<file path="config.mk">
export PLATFORM = sky130hd
export DESIGN_NAME = universal_shift_counter_n
export DESIGN_NICKNAME = d
export VERILOG_FILES = /design/src/rtl/universal_shift_counter_n.sv
export SDC_FILE = /design/constraint.sdc
export NUM_CORES = 1
export LEC_CHECK = 0
export ABC_AREA = 0
export CAP_MARGIN = 20
export CORE_ASPECT_RATIO = 1.4
export CORE_MARGIN = 10
export CORE_UTILIZATION = 47
export CTS_CLUSTER_SIZE = 30
export DETAILED_ROUTE_END_ITERATION = 10
export HOLD_SLACK_MARGIN = 0.15
export PLACE_DENSITY = 0.8
export SYNTH_ARGS = -nofsm -noshare
export SYNTH_HDL_FRONTEND = slang
export SYNTH_SLANG_ARGS = --single-unit
</file>
<file path="constraint.sdc">
create_clock -name Clk -period 2.7 [get_ports Clk]
set_clock_uncertainty 0.05 [all_clocks]
set_input_delay 0.27 -clock Clk [delete_from_list [all_inputs] [get_ports Clk]]
set_output_delay 0.27 -clock Clk [all_outputs]
set_load 0.05 [all_outputs]
</file>
<file path="src/rtl/universal_shift_counter_n.sv">
// WIDTH-bit universal shift register / modulo counter with 16 opcodes,
// clock enable, registered carry/shift-out flag and a zero flag.
module universal_shift_counter_n #(
    parameter int              WIDTH     = 8,
    parameter longint unsigned MAX_COUNT = (64'd1 << WIDTH) - 64'd1,
    parameter int              SHW       = $clog2(WIDTH)
) (
    input  logic             Clk,
    input  logic             reset,
    input  logic             EN,
    input  logic [3:0]       A,
    input  logic [WIDTH-1:0] D,
    input  logic [SHW-1:0]   SHAMT,
    input  logic             RSI,
    input  logic             LSI,
    output logic [WIDTH-1:0] Q,
    output logic             CO,
    output logic             ZERO
);

    typedef enum logic [3:0] {
        OP_HOLD = 4'b0000,
        OP_SHL  = 4'b0001,
        OP_SHR  = 4'b0010,
        OP_CLR  = 4'b0011,
        OP_SET  = 4'b0100,
        OP_UPW  = 4'b0101,
        OP_DNW  = 4'b0110,
        OP_LOAD = 4'b0111,
        OP_ROL  = 4'b1000,
        OP_ROR  = 4'b1001,
        OP_ASR  = 4'b1010,
        OP_BSL  = 4'b1011,
        OP_BSR  = 4'b1100,
        OP_UPS  = 4'b1101,
        OP_DNS  = 4'b1110,
        OP_REV  = 4'b1111
    } op_t;

    localparam logic [WIDTH-1:0] MAX_Q = WIDTH'(MAX_COUNT);
    localparam logic [WIDTH-1:0] ONE_Q = WIDTH'(1);

    op_t              op;
    logic [WIDTH-1:0] q_next;
    logic             co_next;
    logic [WIDTH:0]   ext;
    logic [WIDTH-1:0] rev;

    assign op = op_t'(A);

    always_comb begin
        for (int unsigned i = 0; i < WIDTH; i++) begin
            rev[i] = Q[WIDTH-1-i];
        end
    end

    always_comb begin
        q_next  = Q;
        co_next = 1'b0;
        ext     = '0;
        case (op)
            OP_HOLD: q_next = Q;
            OP_SHL: begin
                q_next  = {Q[WIDTH-2:0], RSI};
                co_next = Q[WIDTH-1];
            end
            OP_SHR: begin
                q_next  = {LSI, Q[WIDTH-1:1]};
                co_next = Q[0];
            end
            OP_CLR:  q_next = '0;
            OP_SET:  q_next = '1;
            OP_UPW: begin
                if (Q >= MAX_Q) begin
                    q_next  = '0;
                    co_next = 1'b1;
                end else begin
                    q_next = Q + ONE_Q;
                end
            end
            OP_DNW: begin
                if (Q == '0) begin
                    q_next  = MAX_Q;
                    co_next = 1'b1;
                end else begin
                    q_next = Q - ONE_Q;
                end
            end
            OP_LOAD: q_next = D;
            OP_ROL: begin
                q_next  = {Q[WIDTH-2:0], Q[WIDTH-1]};
                co_next = Q[WIDTH-1];
            end
            OP_ROR: begin
                q_next  = {Q[0], Q[WIDTH-1:1]};
                co_next = Q[0];
            end
            OP_ASR: begin
                q_next  = {Q[WIDTH-1], Q[WIDTH-1:1]};
                co_next = Q[0];
            end
            // One guard bit on the shifted-out side yields the last bit lost as CO.
            OP_BSL: begin
                if (int'(SHAMT) >= WIDTH) begin
                    q_next = '0;
                end else if (SHAMT != '0) begin
                    ext     = {1'b0, Q} << SHAMT;
                    q_next  = ext[WIDTH-1:0];
                    co_next = ext[WIDTH];
                end
            end
            OP_BSR: begin
                if (int'(SHAMT) >= WIDTH) begin
                    q_next = '0;
                end else if (SHAMT != '0) begin
                    ext     = {Q, 1'b0} >> SHAMT;
                    q_next  = ext[WIDTH:1];
                    co_next = ext[0];
                end
            end
            OP_UPS: begin
                if (Q >= MAX_Q) begin
                    q_next  = MAX_Q;
                    co_next = 1'b1;
                end else begin
                    q_next = Q + ONE_Q;
                end
            end
            OP_DNS: begin
                if (Q == '0) begin
                    q_next  = '0;
                    co_next = 1'b1;
                end else begin
                    q_next = Q - ONE_Q;
                end
            end
            OP_REV:  q_next = rev;
            default: q_next = Q;
        endcase
    end

    always_ff @(posedge Clk or posedge reset) begin
        if (reset) begin
            Q  <= '0;
            CO <= 1'b0;
        end else if (EN) begin
            Q  <= q_next;
            CO <= co_next;
        end
    end

    assign ZERO = (Q == '0);

endmodule

</file>
==> run summary <==
CP Class -> in -> reg
Placed Instances -> 399
storage element area -> 225 sq um
number of sinks on the clock net -> 9
worst r2r dst -> Q[5]
Cells after Synth -> 310
# fillers -> 455
Die X -> 77.4 um
DP HPWL -> 6.08 mm
Clock Tree Buf Depth -> 2
die footprint -> 7770 sq um
GR Overflow Total -> 0
vias -> 2,725
drt pass-1 iters -> 5
Rel. slew slack -> 0.616
critical path's most frequent cell -> mux2_2
Final ANT Viol Nets -> 0
commonest non-fill, non-tap cells in the layout -> buf_4 (33), clkdlybuf4s50_1 (28), a21oi_1 (22)
placeable core region -> 4500 sq um
most common cell after layout, fill and taps aside -> buf_4
Total GRT Usage -> 0.201
fin crit period -> 2.37 ns
largest net degree at the start of global routing -> 26
Clk pin slew, worst setup/hold paths -> 0.06 ns
# setup viols final -> 0
status -> complete, no violations
Hold Vio Cnt, Final -> 0
row count -> 29
via/cell ratio -> 6.76
TritonCTS clock tree -> done
Post-synth EDFFs -> 0
Finished Layout Cells -> 403
CTS resizes -> 0
Placed Area -> 2640 sq um
Final nets -> 365
share of layout cells above drive strength 1 -> 0.155
setup total negative slack -> 0 ns
Worst-Skew Late Latency -> 0.25 ns
Final Max Tran Viols -> 0
drt drc -> 0
Main synth FF type -> dfrtp_1
CP arrival -> 2.42 ns
area delta synth->final -> 24.1%
worst hold slack -> 0.253 ns
first-pass GRT wire length -> 12.9 mm
final non-filler cell area -> 2690 sq um
max_cap viols -> 0
CP startpoint kind -> primary input
mapped cell area -> 2170 sq um
PD cells -> 442 nW/um^2
DRT Wirelength -> 8.09 mm
Final period util -> 0.877
largest stage delay on the critical path -> 0.60 ns
Worst R2R Start -> Q[1]
Async S/R FF share, synth -> 1.00
Slowest cell on crit path -> clkdlybuf4s50_1
Worst VDD drop -> 0.000175 V
clk root buf -> clkbuf_8
highest clock rate -> 0.422 GHz
start point of the critical path -> SHAMT[1]
Lkg Pwr -> 0.00104 uW
initial drt markers -> 386
H-tree depth -> 1
initial antenna violation count -> 0
library cells used by synthesis -> 58
Setup Fix Bufs, Post-CTS -> 0
Worst Tran Pin Value -> 0.562 ns
n_diodes -> 0
footprint of the multi-input gates -> 1740 sq um
CTS Buf Count -> 3
RePlAce Congestion -> 1.05
R2R setup slack -> 0.36 ns
Critical Path Sink -> Q[5]
min-delay worst type -> in -> async
I/O Buffers -> 29
crit-path cells -> clkdlybuf4s50_1, mux2_2, a21o_1, mux2_2, a2111oi_0, a31oi_1
YS warnings -> 0
CP Data Required Time -> 2.75 ns
Reg2Reg Depth -> 6
crit path capture type -> flop
flops & latches, synth -> 9
crit path max fanout -> 6
Die Y -> 100 um
Syn Nets -> 333
IO Count -> 30
Starting Density -> 0.482
vias in the first global route -> 2,522
RSZ-0062 raised after global routing -> no
# hold bufs at CTS -> 0
syn_area_per_cell -> 6.99 sq um
register area share after synthesis -> 0.104
WL/cell -> 20.1 um
metal layers:
layer | GRT usage | up-vias | routed length [um]
met3 | 0.0295 | 33 | 711
met1 | 0.232 | 1266 | 3100
met2 | 0.340 | 181 | 3880
met4 | 0.125 | 0 | 400
li1 | - | 1245 | -
met5 | 0 | - | 0
worst max-delay path: cells and delay by family:
| kind | cells | cell delay (ns) |
|---|---|---|
| AO/OA/AOI/OAI | 3 | 0.91 |
| multiplexers | 2 | 0.65 |
| buffers and inverters | 1 | 0.60 |
area by class of cell:
class | instances | share of cell area
tap | 62 | 0.0289
clock inverter | 1 | 0.00186
sequential | 9 | 0.0838
inverter | 13 | 0.0181
timing repair buffer | 62 | 0.204
clock buffer | 3 | 0.0154
multi-input combinational | 253 | 0.648
logic make-up after synthesis:
group,Yosys count,synth area share
and+or+nand+nor,110,0.279
AOI/OAI and AO/OA,106,0.341
buffers and inverters,48,0.0918
muxes,24,0.126
xor gates and xnor gates,10,0.0404
DFF,9,0.104
adders and majority gates,3,0.0173
cell usage after synthesis (8+ instances only):
cell type  count  area, sq um
nand2_1       20         75.1
o21ai_0       14         70.1
dfrtp_1        9          225
mux2i_1       15          150
nand3_1       11         55.1
nand2b_1       8         50.1
a21oi_1       22          110
a31oi_1        8         50.1
inv_1         13         48.8
nor2_1        20         75.1
clkbuf_1      25         93.8
nor3_1        10         50.1
worst min path at each step:
stage               startpoint  slack, ns    to  depth (start not counted)
floorplan                reset       0.05    CO                          1
global placement            CO       0.46    CO                          2
detailed placement          CO       0.47    CO                          2
CTS                      reset       0.26  Q[4]                          2
global route             reset       0.30  Q[4]                          2
finish                   reset       0.25  Q[4]                          2
sequential cells by signal (all words and copies together) (netlist names):
register	cells
Q	8
CO	1
stage by stage:
step / setup WS (ns) / util / total power, uW
after floorplan: 0.00860 / - / 736
after global placement: 0.0777 / 0.587 / 991
after detailed placement: 0.0579 / 0.587 / 998
after CTS: 0.310 / 0.598 / 1170
after global routing: 0.248 / 0.598 / 1250
final: 0.333 / 0.598 / 1190
report_power, final:
part / switching, uW / internal (uW)
Combinational: 489 / 320
Clock: 72.1 / 102
Sequential: 45.7 / 159
(Power assumes the default switching activity.)
